==> config.mk <==
export PLATFORM = sky130hd
export DESIGN_NAME = nes_read_sequencer_flat
export DESIGN_NICKNAME = d
export VERILOG_FILES = /design/src/rtl/nes_read_sequencer_pkg.sv /design/src/rtl/nes_read_sequencer_if.sv /design/src/rtl/nes_read_sequencer_tick.sv /design/src/rtl/nes_read_sequencer.sv /design/src/flat_wrapper.sv
export SDC_FILE = /design/constraint.sdc
export NUM_CORES = 1
export LEC_CHECK = 0
export CORE_MARGIN = 1
export CORE_UTILIZATION = 45
export DETAILED_ROUTE_END_ITERATION = 10
export GPL_TIMING_DRIVEN = 0
export PLACE_DENSITY = 0.74
export REMOVE_ABC_BUFFERS = 1
export SLEW_MARGIN = 20
export SYNTH_ARGS = -nofsm -noshare
export SYNTH_HDL_FRONTEND = slang
export SYNTH_SLANG_ARGS = --single-unit
==> constraint.sdc <==
create_clock -name clk -period 5.05 [get_ports clk]
set_input_delay 1.515 -clock clk [delete_from_list [all_inputs] [get_ports clk]]
set_output_delay 1.515 -clock clk [all_outputs]
set_load 0.02 [all_outputs]
==> src/rtl/nes_read_sequencer_pkg.sv <==
`default_nettype none
// nes_pkg: shared state encoding, button bit positions and a small state helper
// for the NES controller read sequencer.
package nes_pkg;

   localparam int NES_BITS = 8;

   localparam int BTN_A      = 0;
   localparam int BTN_B      = 1;
   localparam int BTN_SELECT = 2;
   localparam int BTN_START  = 3;
   localparam int BTN_UP     = 4;
   localparam int BTN_DOWN   = 5;
   localparam int BTN_LEFT   = 6;
   localparam int BTN_RIGHT  = 7;

   typedef enum logic [2:0] {
      IDLE  = 3'd0,
      LATCH = 3'd1,
      READ  = 3'd2,
      PULSE = 3'd3,
      DONE  = 3'd4
   } nes_state_t;

   // The protocol tick only runs while the controller pins are being driven.
   function automatic logic is_active(input nes_state_t s);
      return (s == LATCH) || (s == READ) || (s == PULSE);
   endfunction

endpackage
`default_nettype wire

==> src/rtl/nes_read_sequencer_if.sv <==
`default_nettype none
// nes_read_sequencer_if: system-side request/result signals plus controller pins.
// Optional `pressed` byte exists only when NES_PRESS_EDGE_EN is defined.
interface nes_read_sequencer_if;
   import nes_pkg::*;

   logic                start;
   logic                nes_data;
   logic                nes_latch;
   logic                nes_pulse;
   logic [NES_BITS-1:0] buttons;
   logic                valid;
   logic                busy;
`ifdef NES_PRESS_EDGE_EN
   logic [NES_BITS-1:0] pressed;
`endif

   // master: system logic and controller together; slave: the sequencer.
   modport master (
      output start,
      output nes_data,
      input  nes_latch,
      input  nes_pulse,
      input  buttons,
      input  valid,
      input  busy
`ifdef NES_PRESS_EDGE_EN
      , input pressed
`endif
   );

   modport slave (
      input  start,
      input  nes_data,
      output nes_latch,
      output nes_pulse,
      output buttons,
      output valid,
      output busy
`ifdef NES_PRESS_EDGE_EN
      , output pressed
`endif
   );

endinterface
`default_nettype wire

==> src/rtl/nes_read_sequencer_tick.sv <==
`default_nettype none
// nes_tick_gen: one-cycle tick every CLK_DIV clocks while enabled; the
// divider restarts from zero whenever enable drops.
module nes_tick_gen #(
   parameter int CLK_DIV = 4
) (
   input  wire logic clk,
   input  wire logic reset_n,
   input  wire logic enable,
   output logic      tick
);

   localparam int            CW   = (CLK_DIV > 2) ? $clog2(CLK_DIV) : 1;
   localparam logic [CW-1:0] LAST = CW'(CLK_DIV - 1);

   logic [CW-1:0] count;

   always_ff @(posedge clk or negedge reset_n) begin
      if (!reset_n) begin
         count <= '0;
      end else if (!enable) begin
         count <= '0;
      end else if (count == LAST) begin
         count <= '0;
      end else begin
         count <= count + 1'b1;
      end
   end

   assign tick = enable && (count == LAST);

endmodule
`default_nettype wire

==> src/rtl/nes_read_sequencer.sv <==
`default_nettype none
// nes_read_sequencer: one NES controller read (latch, 8 shift pulses, serial
// capture) per request. Define NES_PRESS_EDGE_EN to add the `pressed` edge byte.
module nes_read_sequencer
   import nes_pkg::*;
#(
   parameter int CLK_DIV   = 4,
   parameter int AUTO_POLL = 0
) (
   input  wire logic            clk,
   input  wire logic            reset_n,
   nes_read_sequencer_if.slave  bus
);

   localparam logic [2:0] LAST_BIT = 3'(NES_BITS - 1);
   localparam logic       AUTO     = (AUTO_POLL != 0);

   nes_state_t          state;
   logic [2:0]          bit_cnt;
   logic                latch_half;
   logic [NES_BITS-1:0] shift;
   logic [NES_BITS-1:0] buttons_q;
   logic                latch_q;
   logic                pulse_q;
   logic                valid_q;
   logic                busy_q;
   logic                tick;
   logic                tick_en;
`ifdef NES_PRESS_EDGE_EN
   logic [NES_BITS-1:0] pressed_q;
`endif

   assign tick_en = is_active(state);

   nes_tick_gen #(
      .CLK_DIV (CLK_DIV)
   ) u_tick (
      .clk     (clk),
      .reset_n (reset_n),
      .enable  (tick_en),
      .tick    (tick)
   );

   // Pin/status flops are loaded alongside the state transition so they stay
   // glitch-free and line up exactly with the state they belong to.
   always_ff @(posedge clk or negedge reset_n) begin
      if (!reset_n) begin
         state      <= IDLE;
         bit_cnt    <= 3'd0;
         latch_half <= 1'b0;
         shift      <= '0;
         buttons_q  <= '0;
         latch_q    <= 1'b0;
         pulse_q    <= 1'b0;
         valid_q    <= 1'b0;
         busy_q     <= 1'b0;
`ifdef NES_PRESS_EDGE_EN
         pressed_q  <= '0;
`endif
      end else begin
         valid_q   <= 1'b0;
`ifdef NES_PRESS_EDGE_EN
         pressed_q <= '0;
`endif
         case (state)
            IDLE: begin
               if (bus.start || AUTO) begin
                  state      <= LATCH;
                  latch_q    <= 1'b1;
                  busy_q     <= 1'b1;
                  latch_half <= 1'b0;
               end
            end
            LATCH: begin
               if (tick) begin
                  if (latch_half) begin
                     state   <= READ;
                     latch_q <= 1'b0;
                     bit_cnt <= 3'd0;
                  end else begin
                     latch_half <= 1'b1;
                  end
               end
            end
            READ: begin
               if (tick) begin
                  shift[bit_cnt] <= ~bus.nes_data;
                  state          <= PULSE;
                  pulse_q        <= 1'b1;
               end
            end
            PULSE: begin
               if (tick) begin
                  pulse_q <= 1'b0;
                  bit_cnt <= bit_cnt + 3'd1;
                  if (bit_cnt == LAST_BIT) begin
                     state     <= DONE;
                     buttons_q <= shift;
                     valid_q   <= 1'b1;
                     busy_q    <= 1'b0;
`ifdef NES_PRESS_EDGE_EN
                     pressed_q <= shift & ~buttons_q;
`endif
                  end else begin
                     state <= READ;
                  end
               end
            end
            DONE: begin
               state <= IDLE;
            end
            default: begin
               state   <= IDLE;
               latch_q <= 1'b0;
               pulse_q <= 1'b0;
               busy_q  <= 1'b0;
            end
         endcase
      end
   end

   assign bus.nes_latch = latch_q;
   assign bus.nes_pulse = pulse_q;
   assign bus.buttons   = buttons_q;
   assign bus.valid     = valid_q;
   assign bus.busy      = busy_q;
`ifdef NES_PRESS_EDGE_EN
   assign bus.pressed   = pressed_q;
`endif

endmodule
`default_nettype wire

==> src/flat_wrapper.sv <==
// flat-port wrapper written by rule: the top's interface ports become plain ports
module nes_read_sequencer_flat import nes_pkg::*;
#(
   parameter int CLK_DIV   = 4,
   parameter int AUTO_POLL = 0
)
  (clk, reset_n, bus_start, bus_nes_data, bus_nes_latch, bus_nes_pulse, bus_buttons, bus_valid, bus_busy);
  nes_read_sequencer_if bus_i ();
  input  wire logic clk;
  input  wire logic reset_n;
  input wire logic [$bits(bus_i.start)-1:0] bus_start;
  input wire logic [$bits(bus_i.nes_data)-1:0] bus_nes_data;
  output wire logic [$bits(bus_i.nes_latch)-1:0] bus_nes_latch;
  output wire logic [$bits(bus_i.nes_pulse)-1:0] bus_nes_pulse;
  output wire logic [$bits(bus_i.buttons)-1:0] bus_buttons;
  output wire logic [$bits(bus_i.valid)-1:0] bus_valid;
  output wire logic [$bits(bus_i.busy)-1:0] bus_busy;
  assign bus_i.start = bus_start;
  assign bus_i.nes_data = bus_nes_data;
  assign bus_nes_latch = bus_i.nes_latch;
  assign bus_nes_pulse = bus_i.nes_pulse;
  assign bus_buttons = bus_i.buttons;
  assign bus_valid = bus_i.valid;
  assign bus_busy = bus_i.busy;
  nes_read_sequencer #(.CLK_DIV(CLK_DIV), .AUTO_POLL(AUTO_POLL)) u_core (.clk(clk), .reset_n(reset_n), .bus(bus_i));
endmodule
Word level (Yosys, flattened, before mapping)
Index checks and enable logic that the tools add are counted.
Widths: inputs -> output; s select.
{"block": "op_classes", "add_sub_neg": 2, "n_lt_le_gt_ge": 2, "n_eq_ne": 12, "mux": 31, "bitwise_logic": 4, "reduce_logical": 18}
{"cell": "$mux 3", "count": 9}
{"cell": "$mux 1", "count": 12}
{"cell": "$pmux 3 s4", "count": 1}
{"cell": "$reduce_and 4->1", "count": 3}
{"cell": "$pmux 1 s3", "count": 3}
{"cell": "$reduce_and 3->1", "count": 3}
{"cell": "$reduce_or 3->1", "count": 3}
{"cell": "$bwmux 8", "count": 1}
{"cell": "$ne 2x1->1 const B", "count": 4}
{"cell": "$eq 3x2->1 const B", "count": 2}
{"cell": "$eq 3x3->1 const B", "count": 2}
{"cell": "$pmux 3 s2", "count": 1}
{"cell": "$reduce_and 5->1", "count": 1}
{"cell": "$lt 3x4->1 const B", "count": 1}
{"cell": "$mux 2", "count": 2}
{"cell": "$ne 2x2->1 const B", "count": 2}
{"cell": "$not 1->1", "count": 4}
{"cell": "$reduce_bool 2->1", "count": 2}
{"cell": "$add 3x1->3 const B", "count": 1}
{"cell": "$demux 1 s3", "count": 1}
{"cell": "$eq 3x1->1 const B", "count": 1}
{"cell": "$ge 3x1->1 const B", "count": 1}
{"cell": "$logic_not 3->1", "count": 1}
{"cell": "$add 2x1->2 const B", "count": 1}
{"cell": "5 further kinds", "count": 7}
{"block": "word_totals", "ff_bits": 29, "inputBits": 4, "elab_cells": 79}

Depth between registers and ports, before layout
Gate-level depths: netlist of the first run.
{"block": "depth", "depth_word": 6, "mapped_depth": 6, "depth_no_buf": 5}

Hierarchy
A second synthesis of the first run with hierarchy kept.
{"block": "unflattened", "hier_cells": 115, "area_unflattened_um2": 1358.8}
{"module": "nes_read_sequencer", "instances": 1, "cells_each": 109, "area_each_um2": 1270.0}
{"module": "nes_tick_gen", "instances": 1, "cells_each": 6, "area_each_um2": 88.8}

Worst setup path after synthesis of the first run
Ideal clock, no wire load.
{"block": "synth_path", "path_type": "input port to flip-flop", "startpoint": "input port bus_start", "endpoint": "register u_core.latch_q (netlist: u_core.bus.nes_latch)", "setup_ns": 0.126, "arrival_ns": 2.054, "required_ns": 4.924, "path_slack_ns": 2.870, "stages": 3, "n_path_buf": 0, "path_cell_list": "nor2b_1 -> nor4_1 -> a221o_1"}
{"block": "synth_via", "elab_chain_cells": 2}
{"item": "start: declaration", "line_no": "flat_wrapper.sv:11", "text": "input wire logic [$bits(bus_i.start)-1:0] bus_start;"}
{"item": "$ne 2x2->1 (no source line)"}
{"item": "$reduce_and 4->1 (no source line)"}
{"item": "end signal: assignment", "line_no": "nes_read_sequencer.sv:53", "text": "latch_q <= 1'b0;"}
{"item": "end signal: assignment", "line_no": "nes_read_sequencer.sv:69", "text": "latch_q <= 1'b1;"}
{"item": "end signal: assignment", "line_no": "nes_read_sequencer.sv:78", "text": "latch_q <= 1'b0;"}
{"item": "end: declaration", "line_no": "nes_read_sequencer.sv:23", "text": "logic latch_q;"}
Every way passes these cells.
A chain may end at the register's enable or synchronous reset.

Final worst setup path of the first run
{"block": "layout_path", "startpoint": "register u_core.latch_q (netlist: u_core.bus.nes_latch)", "endpoint": "output port bus_nes_latch"}
{"item": "end: declaration", "line_no": "flat_wrapper.sv:13", "text": "output wire logic [$bits(bus_i.nes_latch)-1:0] bus_nes_latch;"}
No word-level cell between the ends.

==> flow_summary.ini, run 1 <==
[cts]
clk_latency_ns = 0.32
cts_tree = yes
cts_made_buffers = 5
clock_sinks = 29
cts.path.max_buffers = 2
cts_resized = 0
cts_hold_buf = 0
path_clk_slew_ns = 0.09
root_buffer = clkbuf_4
post-cts-setup-buffers = 0
htree_num_levels = 2

[finish]
layout_commonest_cell = dfrtp_1
fillers = 244
nets = 132
areaGrowthSynthToFinish_pct = 17.0
stdcell_area_mm2 = 0.00155
antenna_cells = 0
regArea_um2 = 726
multi_input_area_um2 = 558
layout_common_cells = dfrtp_1 (29), clkdlybuf4s50_1 (14), o21ai_0 (9), o31ai_1 (8), mux2_2 (6)
drive_gt1_share_pct = 16.7

[critical_path]
crit_arrival_ns = 1.33
crit_end = bus_nes_latch
max_stage_delay_ns = 0.62
start_kind = flip-flop
crit_family = buffers and inverters
r2r_end = u_core.bus.buttons[1]
crit_start = u_core.bus.nes_latch
crit_type = reg -> out
crit_slowest_cell = clkdlybuf4s50_1
rr_worst_depth = 5
crit_chain = clkdlybuf4s50_1
crit_buf_inv = 1
cp_max_fo = 4
critPathCaptureType = output pin
reg2reg_from = u_core.bit_cnt[0]
reg2reg_slack_ns = 3.12
required_ns = 3.54
cp.depth = 1

[power]
vdd_drop_max_mv = 0.333
p_total_w = 0.000733
powerDensity_mw_per_mm2 = 473
leakagePower_nw = 0.654

[timing]
maxSlewViolCount = 0
rsz0062_at_grt = no
hold_viol_final = 0
period_share_pct = 56.3
final.setup.tns_ns = 0
worst_pin_slew_ns = 0.621
period_minus_slack_ns = 2.85
fmax_mhz = 351
setup_violations = 0
skew_ns = 0.00490
max_slew_margin_pct = 58.6

[placed_design]
gp_congestion = 0.739
hpwl_um = 1420
dpl-instance-area_mm2 = 0.00148
place.port_buffers = 15

[die]
start_util_pct = 47.6
ioPinCount = 16
die_area_mm2 = 0.00316
core_mm2 = 0.00278
rows = 19
die_w_um = 56.2
die_h_um = 56.2

[yosys]
ys_seq_area_share_pct = 54.8
synth.cell_area_mm2 = 0.00132
synthDistinctLibCells = 35
ys_warn_count = 0
ys_seq_elements = 29
synth_area_per_cell_um2 = 12.0
syn_inst = 110

[hold_path]
hold_class = reg -> reg
hp-start = u_core.u_tick.count[0]
min_path_cells = 1

[global_route]
grt_max_degree = 30
grt_first_pass_wirelength_um = 3930
antenna_found_initial = 0
gr-total-overflow = 0
grt_pass1_vias = 878
track_usage_pct = 16.6

[route]
drc = 0
first_pass_iters = 4
wl_um = 2120
vias = 912
drtIter0Drc = 41
avgViaCountPerCell = 5.81
post_drt_wl_per_cell_um = 13.5
antenna_left = 0

[job]
drv_cap = 0

[status]
outcome = finished clean
[worst register-to-register path, stage by stage, from the launching register on]
cell and delay (ns):
dfrtp_1 0.50, ha_1 0.21, ha_1 0.16, nand3_2 0.15
nor3_4 0.41, mux2_2 0.39
[registers in the layout, summed over array words and instances, names as in the netlist]
| signal | flops |
|---|---|
| u_core.bus.buttons | 8 |
| u_core.bus.nes_pulse | 1 |
| u_core.u_tick.count | 2 |
| u_core.bus.busy | 1 |
| u_core.state | 3 |
| u_core.bit_cnt | 3 |
| u_core.latch_half | 1 |
| u_core.shift | 8 |
| u_core.bus.nes_latch | 1 |
| u_core.bus.valid | 1 |
[routing by layer]
layer | part of all wire [%] | track usage (%) | routed length, um
met1 | 46 | 20.4 | 968
met2 | 47 | 25.7 | 996
met3 | 5.6 | 7.67 | 118
met4 | 1.9 | 6.27 | 40
met5 | 0 | 0 | 0
[power by group]
group / switching, W / total, W / internal, W
Combinational: 0.000102 / 0.000211 / 0.000109
Sequential: 0.0000724 / 0.000363 / 0.000291
Clock: 0.0000774 / 0.000158 / 0.0000805
[area by class of cell]
class / instances / area share (%)
clock inverters: 1 / 0.323
flip-flops and latches: 29 / 46.8
well taps: 31 / 2.50
inverters: 3 / 0.727
repair buffers: 15 / 9.37
multi-input cells: 71 / 36.0
clock buffers: 7 / 4.20
[kinds of logic (layout without fill, tap and decap cells)]
family	Yosys count	in the layout	share of synthesized area [%]
flops	29	29	54.8
fa+ha+maj	3	3	2.84
buf+inv	10	26	3.02
simple gates	30	30	16.4
mux	11	11	9.26
compound gates	27	27	13.7
[synthesized netlist by cell type]
library cell / number / share of area, %
dfrtp_1: 29 / 55
o21ai_0: 9 / 3.4
o31ai_1: 8 / 4.5
mux2_2: 6 / 5.1
clkbuf_1: 4 / 1.1
mux2_1: 4 / 3.4
nand3b_1: 4 / 2.3
nor2_1: 4 / 1.1
a22o_1: 3 / 2.0
ha_1: 3 / 2.8
nand2_1: 3 / 0.85
nor4_1: 3 / 1.4
a21oi_1: 2 / 0.76
and3_1: 2 / 0.95
buf_2: 2 / 0.76
inv_1: 2 / 0.57
nor2b_1: 2 / 0.95
nor3_1: 2 / 0.76
or3b_2: 2 / 1.3
a21o_1: 1 / 0.57
a221o_1: 1 / 0.76
a31oi_1: 1 / 0.47
buf_1: 1 / 0.28
inv_2: 1 / 0.28
mux2i_1: 1 / 0.76
nand2b_1: 1 / 0.47
nand3_1: 1 / 0.38
nand3_2: 1 / 0.76
nand4bb_4: 1 / 2.1
nor3_4: 1 / 1.2
nor3b_1: 1 / 0.57
o2111ai_1: 1 / 0.66
o211ai_1: 1 / 0.57
or3_1: 1 / 0.47
or4b_1: 1 / 0.76
[how the worst min path moves through the flow]
stage / slack (ns) / endpoint
3_3_place_gp: 0.43 / u_core.u_tick.count[0]
5_1_grt: 0.48 / u_core.u_tick.count[0]
4_1_cts: 0.45 / u_core.u_tick.count[0]
6_report: 0.44 / u_core.u_tick.count[0]
3_5_place_dp: 0.44 / u_core.u_tick.count[0]
2_1_floorplan: 0.42 / u_core.u_tick.count[0]
[per-stage QoR]
step	hold WS, ns	util, %	cells	setup WS (ns)
3_5_place_dp	0.438	53.2	149	2.25
6_report	0.442	55.7	157	2.20
2_1_floorplan	0.416	-	103	2.86
4_1_cts	0.449	55.7	157	2.19
3_3_place_gp	0.430	53.4	149	2.02
5_1_grt	0.476	55.7	157	2.15
No activity file was read; power rests on OpenSTA's default activity.
==> run 2, diff against run 1 <==
--- a/config.mk
+++ b/config.mk
@@ -9,7 +9,7 @@
 export CORE_UTILIZATION = 45
 export DETAILED_ROUTE_END_ITERATION = 10
 export GPL_TIMING_DRIVEN = 0
-export PLACE_DENSITY = 0.74
+export PLACE_DENSITY = 0.76
 export REMOVE_ABC_BUFFERS = 1
 export SLEW_MARGIN = 20
 export SYNTH_ARGS = -nofsm -noshare
==> constraint.sdc (replaced) <==
create_clock -name clk -period 2.3 [get_ports clk]
set_input_delay 0.69 -clock clk [delete_from_list [all_inputs] [get_ports clk]]
set_output_delay 0.69 -clock clk [all_outputs]
set_load 0.02 [all_outputs]
==> flow_summary.ini, run 2 (same netlist as run 1, synthesis figures left out) <==
[power]
pwr-share-clk_pct = 19.3
p_sw_w = 0.000551
p_total_w = 0.00157
leakagePower_nw = 0.644
p_sw_share_pct = 35.0
p_seq_share_pct = 51.0
combPwrFrac_pct = 29.7
p_int_w = 0.00102
powerDensity_mw_per_mm2 = 1030
vdd_drop_max_mv = 0.802

[cts]
cts_made_buffers = 5
cts.path.max_buffers = 2
clk_latency_ns = 0.32
clock_sinks = 29
cts_tree = yes
post-cts-setup-buffers = 0
root_buffer = clkbuf_4
cts_resized = 0
htree_num_levels = 2
path_clk_slew_ns = 0.09
cts_hold_buf = 0

[critical_path]
required_ns = 1.61
crit_chain = clkdlybuf4s50_1
max_stage_delay_ns = 0.61
crit_family = buffers and inverters
rr_worst_depth = 5
crit_arrival_ns = 1.31
cp_max_fo = 4
crit_slowest_cell = clkdlybuf4s50_1
crit_type = reg -> out
start_kind = flip-flop
critPathCaptureType = output pin
crit_buf_inv = 1
cp.depth = 1

[global_route]
grt_pass1_vias = 804
gr-total-overflow = 0
grt_first_pass_wirelength_um = 3730
track_usage_pct = 15.9
antenna_found_initial = 0
grt_max_degree = 30

[status]
outcome = finished clean

[route]
vias = 890
drtIter0Drc = 28
wl_um = 2230
first_pass_iters = 4
post_drt_wl_per_cell_um = 14.3
antenna_left = 0
drc = 0
avgViaCountPerCell = 5.71

[timing]
fmax_mhz = 499
final.setup.tns_ns = 0
period_share_pct = 87.1
skew_ns = 0.00690
max_slew_margin_pct = 58.5
maxSlewViolCount = 0
hold_viol_final = 0
rsz0062_at_grt = no
setup_violations = 0
worst_pin_slew_ns = 0.622
period_minus_slack_ns = 2.00

[finish]
layout_commonest_cell = dfrtp_1
antenna_cells = 0
layout_common_cells = dfrtp_1 (29), clkdlybuf4s50_1 (14), o21ai_0 (9), o31ai_1 (8), mux2_2 (6)
drive_gt1_share_pct = 15.2
postLayoutCoreUtil_pct = 55.2
nets = 132
areaGrowthSynthToFinish_pct = 15.9

[placed_design]
hpwl_um = 1460
place.port_buffers = 15
gp_congestion = 0.730

[hold_path]
hold_class = in -> async

[die]
rows = 19
die_w_um = 56.2
core_mm2 = 0.00278
die_area_mm2 = 0.00316
ioPinCount = 16
die_h_um = 56.2
start_util_pct = 47.6

[job]
drv_cap = 0
-- run 2: cell count changes in the layout (fill, tap and decap cells not counted), sizes merged --
| cell | previous run | this run |
|---|---|---|
| clkinv | 1 | 0 |
-- run 2: metrics by stage --
| stage | instances | worst slack, ns | hold WS, ns | area [um^2] |
|---|---|---|---|---|
| after floorplan | 103 | 0.638 | 0.394 | 1290 |
| after global placement | 149 | 0.124 | 0.429 | 1480 |
| after detailed placement | 149 | 0.351 | 0.437 | 1480 |
| after CTS | 156 | 0.277 | 0.391 | 1530 |
| after global routing | 156 | 0.215 | 0.411 | 1530 |
| final | 156 | 0.296 | 0.375 | 1530 |
-- run 2: worst paths after layout --
| check | start | to | slack [ns] |
|---|---|---|---|
| worst max-delay path | u_core.bus.nes_latch | bus_nes_latch | 0.30 |
| min in group clk | u_core.u_tick.count[0] | u_core.u_tick.count[0] | 0.45 |
| worst min-delay path | reset_n | u_core.bus.buttons[3] | 0.37 |
| max in group asynchronous | reset_n | u_core.state[0] | 1.52 |
| worst min register to register | u_core.u_tick.count[0] | u_core.u_tick.count[0] | 0.45 |
| worst max register to register | u_core.bit_cnt[0] | u_core.bus.buttons[7] | 0.37 |
-- run 2: layer usage --
| layer | vias to the layer above | track usage [%] | wire length, um |
|---|---|---|---|
| li1 | 438 | - | - |
| met1 | 430 | 20.0 | 1060 |
| met2 | 20 | 24.1 | 1040 |
| met3 | 2 | 7.67 | 121 |
| met4 | 0 | 5.23 | 17 |
| met5 | - | 0 | 0 |
-- run 2: layout make-up --
class                   instances  area [um^2]
well taps                      31         38.8
repair buffers                 15          145
flip-flops and latches         29          726
inverters                       3         11.3
fillers                       244         1250
multi-input cells              71          558
clock buffers                   7         55.1
-- run 2: power by group through the flow --
| stage | registers [W] | clock network, W | logic [W] |
|---|---|---|---|
| finish | 0.000803 | 0.000304 | 0.000467 |
| floorplan | 0.000796 | 0 | 0.000321 |
| global placement | 0.000799 | 0 | 0.000453 |
| CTS | 0.000800 | 0.000313 | 0.000474 |
| detailed placement | 0.000811 | 0 | 0.000471 |
| global route | 0.000830 | 0.000340 | 0.000515 |
==> run 3, diff against run 2 <==
--- a/config.mk
+++ b/config.mk
@@ -5,8 +5,10 @@
 export SDC_FILE = /design/constraint.sdc
 export NUM_CORES = 1
 export LEC_CHECK = 0
+export CAP_MARGIN = 20
 export CORE_MARGIN = 1
 export CORE_UTILIZATION = 45
+export CTS_CLUSTER_DIAMETER = 40
 export DETAILED_ROUTE_END_ITERATION = 10
 export GPL_TIMING_DRIVEN = 0
 export PLACE_DENSITY = 0.76
==> results of run 3 <==
No change in the layout: final DEF, timing and power equal those of run 2.
